==> config.mk <==
export PLATFORM = sky130hd
export DESIGN_NAME = fetch_ctrl
export DESIGN_NICKNAME = d
export VERILOG_FILES = /design/src/rtl/fetch_ctrl_pkg.sv /design/src/rtl/fetch_ctrl.sv
export SDC_FILE = /design/constraint.sdc
export NUM_CORES = 1
export LEC_CHECK = 0
export ABC_CLOCK_PERIOD_IN_PS = 2900
export CAP_MARGIN = 20
export CORE_MARGIN = 5
export CORE_UTILIZATION = 43
export CTS_BUF_LIST = sky130_fd_sc_hd__clkbuf_8
export CTS_CLUSTER_SIZE = 28
export DETAILED_ROUTE_END_ITERATION = 12
export PLACE_DENSITY = 0.83
export SLEW_MARGIN = 10
export SYNTH_ARGS = -nofsm -noshare
export SYNTH_HDL_FRONTEND = slang
export SYNTH_SLANG_ARGS = --single-unit
==> constraint.sdc <==
create_clock -name i_clk -period 2.9 [get_ports i_clk]
set_input_delay 0.435 -clock i_clk [delete_from_list [all_inputs] [get_ports i_clk]]
set_output_delay 0.435 -clock i_clk [all_outputs]
set_load 0.02 [all_outputs]
==> src/rtl/fetch_ctrl_pkg.sv <==
// Shared CPU package: fetch FSM encoding and PC constants.
// Imported by the fetch controller and its bench.
package fetch_ctrl_pkg;

    typedef enum logic [1:0] {
        ST_IDLE = 2'd0,
        ST_RUN  = 2'd1,
        ST_HALT = 2'd2
    } fetch_state_e;

    localparam logic [31:0] PC_STEP = 32'd4;

    // Force a target onto a word boundary.
    function automatic logic [31:0] word_align(
        input logic [31:0] pc
    );
        return pc & ~32'd3;
    endfunction

endpackage

==> src/rtl/fetch_ctrl.sv <==
// Instruction fetch controller: loader port, PC sequencing
// and a one-entry valid/ready output towards decode.
module fetch_ctrl
    import fetch_ctrl_pkg::*;
#(
    parameter logic [31:0] RESET_PC = 32'h0000_0000
) (
    input  logic        i_clk,
    input  logic        i_rstn,
    input  logic        i_start,
    input  logic        i_halt,
    input  logic        i_redirect,
    input  logic [31:0] i_redirect_pc,
    input  logic        i_load_valid,
    input  logic [31:0] i_load_addr,
    input  logic [31:0] i_load_data,
    output logic        o_load_ready,
    output logic        o_mem_we,
    output logic [31:0] o_mem_addr,
    output logic [31:0] o_mem_wdata,
    input  logic [31:0] i_mem_rdata,
    output logic        o_dec_valid,
    input  logic        i_dec_ready,
    output logic [31:0] o_pc,
    output logic [31:0] o_inst,
    output logic [1:0]  o_state,
    output logic [31:0] o_fetch_cnt
);

    fetch_state_e state_q, state_d;
    logic [31:0]  pc_q, pc_d;
    logic [31:0]  out_pc_q, out_pc_d;
    logic [31:0]  out_inst_q, out_inst_d;
    logic         out_valid_q, out_valid_d;
    logic [31:0]  cnt_q, cnt_d;

    logic accept;
    logic slot_free;
    logic in_idle;

    assign accept    = out_valid_q & i_dec_ready;
    assign slot_free = ~out_valid_q | i_dec_ready;
    assign in_idle   = (state_q == ST_IDLE);

    // Memory port: loader owns it in IDLE, fetch PC otherwise.
    always_comb begin
        o_load_ready = in_idle;
        o_mem_we     = 1'b0;
        o_mem_addr   = pc_q;
        o_mem_wdata  = 32'd0;
        if (in_idle) begin
            o_mem_we    = i_load_valid;
            o_mem_addr  = i_load_addr;
            o_mem_wdata = i_load_data;
        end
    end

    // Next-state, PC and output-slot update.
    always_comb begin
        state_d     = state_q;
        pc_d        = pc_q;
        out_pc_d    = out_pc_q;
        out_inst_d  = out_inst_q;
        out_valid_d = out_valid_q;
        cnt_d       = accept ? cnt_q + 32'd1 : cnt_q;

        // An accepted entry leaves the slot unless refilled below.
        if (accept) begin
            out_valid_d = 1'b0;
        end

        unique case (state_q)
            ST_IDLE: begin
                // A coinciding load wins; start waits a cycle.
                if (i_start && !i_load_valid) begin
                    state_d = ST_RUN;
                    pc_d    = RESET_PC;
                end
            end
            ST_RUN: begin
                if (i_redirect) begin
                    pc_d        = word_align(i_redirect_pc);
                    out_valid_d = 1'b0;
                end else begin
                    if (slot_free) begin
                        out_pc_d    = pc_q;
                        out_inst_d  = i_mem_rdata;
                        out_valid_d = 1'b1;
                        pc_d        = pc_q + PC_STEP;
                    end
                    if (i_halt) begin
                        state_d = ST_HALT;
                    end
                end
            end
            ST_HALT: begin
                if (i_redirect) begin
                    pc_d        = word_align(i_redirect_pc);
                    out_valid_d = 1'b0;
                end
                if (i_start && !i_halt) begin
                    state_d = ST_RUN;
                end
            end
            default: begin
                state_d     = ST_IDLE;
                out_valid_d = 1'b0;
            end
        endcase
    end

    // State and datapath registers with async active-low reset.
    always_ff @(posedge i_clk or negedge i_rstn) begin
        if (!i_rstn) begin
            state_q     <= ST_IDLE;
            pc_q        <= RESET_PC;
            out_pc_q    <= 32'd0;
            out_inst_q  <= 32'd0;
            out_valid_q <= 1'b0;
            cnt_q       <= 32'd0;
        end else begin
            state_q     <= state_d;
            pc_q        <= pc_d;
            out_pc_q    <= out_pc_d;
            out_inst_q  <= out_inst_d;
            out_valid_q <= out_valid_d;
            cnt_q       <= cnt_d;
        end
    end

    assign o_dec_valid = out_valid_q;
    assign o_pc        = out_pc_q;
    assign o_inst      = out_inst_q;
    assign o_state     = state_q;
    assign o_fetch_cnt = cnt_q;

endmodule

* Word level (Yosys, flattened, before mapping)
Index checks and enable logic that the tools add are counted.
Operators by class: $add $sub $neg 2, multiplexer cells 18, equal/unequal tests 8, reduce and logical (&&, ||, !) cells 9, bitwise operators 4
Operators by type and width (number):
- $mux 32 | 6
- $pmux 32 s3 | 1
- $add 32x1->32 const B | 1
- $add 32x3->32 const B | 1
- $mux 2 | 4
- $ne 2x2->1 const B | 4
- $reduce_and 4->1 | 2
- $pmux 2 s3 | 1
- $mux 1 | 5
- $ne 3x3->1 const B | 1
- $pmux 1 s3 | 1
- $reduce_and 3->1 | 1
- $reduce_bool 3->1 | 1
- $eq 2x1->1 const B | 1
- $eq 2x2->1 const B | 1
- $logic_and 1x1->1 | 2
- $logic_not 1->1 | 2
- $logic_not 2->1 | 1
- $ne 2x1->1 const B | 1
- $not 1->1 | 2
- $and 1x1->1 | 1
- $or 1x1->1 | 1
Storage, ports and cells: output and inout bits 165, register bits 131, input port bits 135

* Logic depth before layout (Yosys ltp)
word-level depth 5, depth in mapped cells 9, gate-level depth less buffers 7

* Worst setup path after synthesis
OpenSTA, ideal clock, no wires.
path kind reg2out, start register state_q[1], in the netlist o_state[1], end output o_mem_addr[10], path slack 0.524 ns, cell stages (with the launch flop) 6, data arrival time 1.941 ns, path buffers 2, cell sequence dfrtp_1 inv_1 ha_1 clkbuf_1 buf_1 mux2_2
On the way: cells in the longest elaborated chain, start to end 2
Ends and longest elaborated chain:
- from (decl) | line fetch_ctrl.sv:30 | fetch_state_e state_q, state_d;
- from (signal assigned) | line fetch_ctrl.sv:122 | state_q <= state_d;
- $logic_not 2->1 | line fetch_ctrl.sv:43 | assign in_idle = (state_q == ST_IDLE);
- named net o_load_ready | line fetch_ctrl.sv:17 | output logic o_load_ready,
- $mux 32 | line fetch_ctrl.sv:51 | if (in_idle) begin
- to (decl) | line fetch_ctrl.sv:19 | output logic [31:0] o_mem_addr,
The timed path passes the listed nets, and every way through them passes these cells.

* Final worst setup path
start register state_q[1], in the netlist o_state[1], end output o_mem_addr[17]
On the way: cells in the longest elaborated chain, start to end 2
Ends and longest elaborated chain (line):
- $logic_not 2->1 | fetch_ctrl.sv:43
- $mux 32 | fetch_ctrl.sv:51
No other way between the ends.

==> results by group <==
Yosys
  • Post-Synth Adder-Cell Area: 0.0115
  • Sequential fraction of the synthesis area: 0.486
  • Synth Area in Compound Gates: 0.0816
  • Syn avg cell area: 10.8 um^2
  • Mux contribution to synthesized area: 0.156
  • Mapped Area: 6550 um^2
  • Synth Instances: 605
  • Largest family of logic cells by synthesized area: simple AND/OR/NAND/NOR gates
  • XOR/XNOR share of the synthesized area: 0.0535
  • Synth Area in Simple Gates: 0.182
  • Number of flops mapped to enable cells by yosys: 0
  • Yosys cell types: 53
  • Synth Flop Type: dfrtp_1
  • Ys Warns: 0
  • Flops & latches, synth: 127
  • Async SR Flop Fraction: 1.00

Worst setup path
  • WP buf/inv: 3
  • Startpoint Class: flop
  • Worst Path Required: 2470 ps
  • Crit path largest cell delay: 540 ps
  • CP max FO: 17
  • WS Path Type: reg2out
  • CP Capture Type: output pin
  • Delay-heaviest family, CP: buffers and inverters
  • Crit path DAT: 2330 ps
  • Slowest cell on crit path: clkdlybuf4s50_1
  • Critical-path cell list: inv_1, ha_4, buf_6, mux2_2, clkdlybuf4s50_1

Global route
  • M2 GR Usage: 0.381
  • Initial antenna violation count: 0
  • Met1 GRT Util: 0.287
  • Pin count of the biggest net entering global routing: 63
  • GR Overflow Total: 0
  • GR Util met3: 0.0774
  • Tot GR Track Use: 0.229
  • GR peak layer: met2
  • Vias in the first global route: 6094
  • First-pass GRT wire length: 32.6 mm

Clock network
  • Setup Fix Bufs, Post-CTS: 0
  • TritonCTS Buffers: 17
  • Clock tree buffer depth: 2
  • CTS Hold Bufs: 0
  • Clk root buf: clkbuf_8
  • Clock sink count: 127
  • TritonCTS clock tree: done
  • Clk slew on worst S/H paths: 80 ps
  • H-tree depth: 4
  • Worst-Skew Late Latency: 440 ps

Layout
  • Antenna cell count: 0
  • Layout filler cell count: 1130
  • Synthesis-to-layout area growth: 56.7%
  • Most frequent cells in the layout: 289 x clkdlybuf4s50_1, 127 x dfrtp_1, 89 x mux2_2
  • Final nets: 1044
  • FF/Latch Area: 3180 um^2
  • Commonest non-fill, non-tap cell in the layout: clkdlybuf4s50_1
  • Multi-input gate area: 3200 um^2
  • Final core utilization: 0.680
  • Share of layout cells above drive strength 1: 0.163

Power and ir drop
  • P_int: 6150 uW
  • Net Sw Frac: 0.398
  • Leak Pwr: 0.00439 uW
  • Comb power frac: 0.542
  • Worst IR Drop VDD: 644 uV
  • Net switching power figure: 4070 uW
  • Sequential Power Share: 0.291
  • Power share of the clock group: 0.167
  • Pwr/cell area: 997 nW/um^2
  • Total power: 10200 uW

Die
  • Die ar.: 17800 um^2
  • Std cell rows: 45
  • Die height: 133 um
  • Die width: 133 um
  • Core Area: 15100 um^2
  • Initial Util: 0.434
  • Top Ports: 300

Timing
  • Relative max-transition margin: 0.540
  • Least-Margin Pin Slew: 688 ps
  • Maximum clock rate: 0.361 GHz
  • Final setup fails: 0
  • Fin Setup TNS: 0 ps
  • RSZ-0062 raised after global routing: no
  • Crit path time final: 2770 ps
  • Period utilization: 0.955
  • Worst Skew: 11.6 ps
  • Slew Viols, Final: 0
  • Hold Vio Cnt, Final: 0

Placed design
  • PortBufs: 295
  • HPWL after DPL: 15.7 mm
  • Final GP Congestion: 0.883

Drt
  • Post-route DRC: 0
  • Wire per inst: 18.9 um
  • Routed via count: 5969
  • Antenna viol nets, final: 0
  • Initial DRT Pass Iterations: 5
  • Initial DRC count: 425
  • Final wirelength: 20.8 mm
  • Vias per std cell: 5.41

Run
  • Max cap viols: 0

Run status
  • Outcome: complete, no violations

Hold path
  • Hold Crit Class: in2async
[Yosys cell counts, types with 6 or more instances]
| cell | instances | share of area |
|---|---|---|
| ha_1 | 6 | 0.011 |
| nor3_1 | 9 | 0.0069 |
| a21oi_1 | 11 | 0.0084 |
| inv_1 | 8 | 0.0046 |
| buf_2 | 13 | 0.0099 |
| and2_1 | 42 | 0.040 |
| dfrtp_1 | 127 | 0.49 |
| xnor2_1 | 29 | 0.039 |
| and3_1 | 19 | 0.018 |
| nor2_1 | 25 | 0.014 |
| mux2_2 | 89 | 0.15 |
| o2bb2ai_1 | 6 | 0.0080 |
| nand3_1 | 25 | 0.019 |
| nand4_1 | 18 | 0.017 |
| a22oi_1 | 7 | 0.0080 |
| o21ai_0 | 21 | 0.016 |
| nor4_1 | 8 | 0.0076 |
| clkbuf_1 | 19 | 0.011 |
| nand2_1 | 49 | 0.028 |
| xor2_1 | 11 | 0.015 |
[through the flow]
step / instances / cell area, um^2 / setup slack, ps / hold slack, ps
finish: 1104 / 10300 / 131 / 11.4
global route: 1104 / 10300 / 5.31 / 42.6
CTS: 1103 / 10200 / 46.1 / 17.3
detailed placement: 1071 / 9770 / 357 / 464
global placement: 1071 / 9770 / 351 / 462
floorplan: 606 / 6550 / 524 / 139
[layer usage]
| metal | vias up | routed length, um | part of all wire |
|---|---|---|---|
| li1 | 2762 | - | - |
| met4 | 0 | 450 | 0.022 |
| met2 | 287 | 10200 | 0.49 |
| met3 | 46 | 1800 | 0.086 |
| met1 | 2874 | 8430 | 0.40 |
| met5 | - | 0 | 0 |
[final timing paths]
check	from	end	slack, ps	cells after the start
setup / recovery	o_state[1]$_DFFE_PN0P_	o_mem_addr[17]	130	5
hold / removal	i_rstn	o_fetch_cnt[28]$_DFFE_PN0P_	10	1
setup reg to reg	o_state[0]$_DFFE_PN0P_	pc_q[16]$_DFFE_PN0P_	650	6
hold reg to reg	o_fetch_cnt[31]$_DFFE_PN0P_	o_fetch_cnt[31]$_DFFE_PN0P_	470	1
max in group asynchronous	i_rstn	pc_q[30]$_DFFE_PN0P_	2130	2
min in group i_clk	o_fetch_cnt[31]$_DFFE_PN0P_	o_fetch_cnt[31]$_DFFE_PN0P_	470	1
[state kept, by name, summed over array words and instances, names as in the netlist]
signal,cells
pc_q,30
o_fetch_cnt,32
o_inst,32
o_state,2
o_dec_valid,1
o_pc,30
[logic make-up after synthesis]
kind of cell / Yosys count
flip-flops: 127
multiplexers: 91
other: 1
adder cells (fa/ha/maj): 6
XOR/XNOR: 40
buffers and inverters: 45
AND/OR/NAND/NOR: 218
AO/OA/AOI/OAI: 77
[power groups by stage]
stage	clock network, uW	registers, uW	logic (uW)
floorplan	0	3330	2520
global placement	0	2960	5400
detailed placement	0	3000	5470
CTS	1730	2970	5510
global route	1810	3070	5900
finish	1700	2970	5540
[cell type report]
cell class,count,area share
Inverter,8,0.00293
Clock inverter,12,0.0162
Tap cell,188,0.0229
Sequential cell,127,0.310
Timing Repair Buffer,315,0.309
Clock buffer,20,0.0268
Multi-Input combinational cell,434,0.312
[timing repair]
item                       4_1_cts  5_1_grt
resized for setup                1        6
setup endpoints to repair        1       19
gates cloned                     0        1
Power figures use the tool's default switching activity.
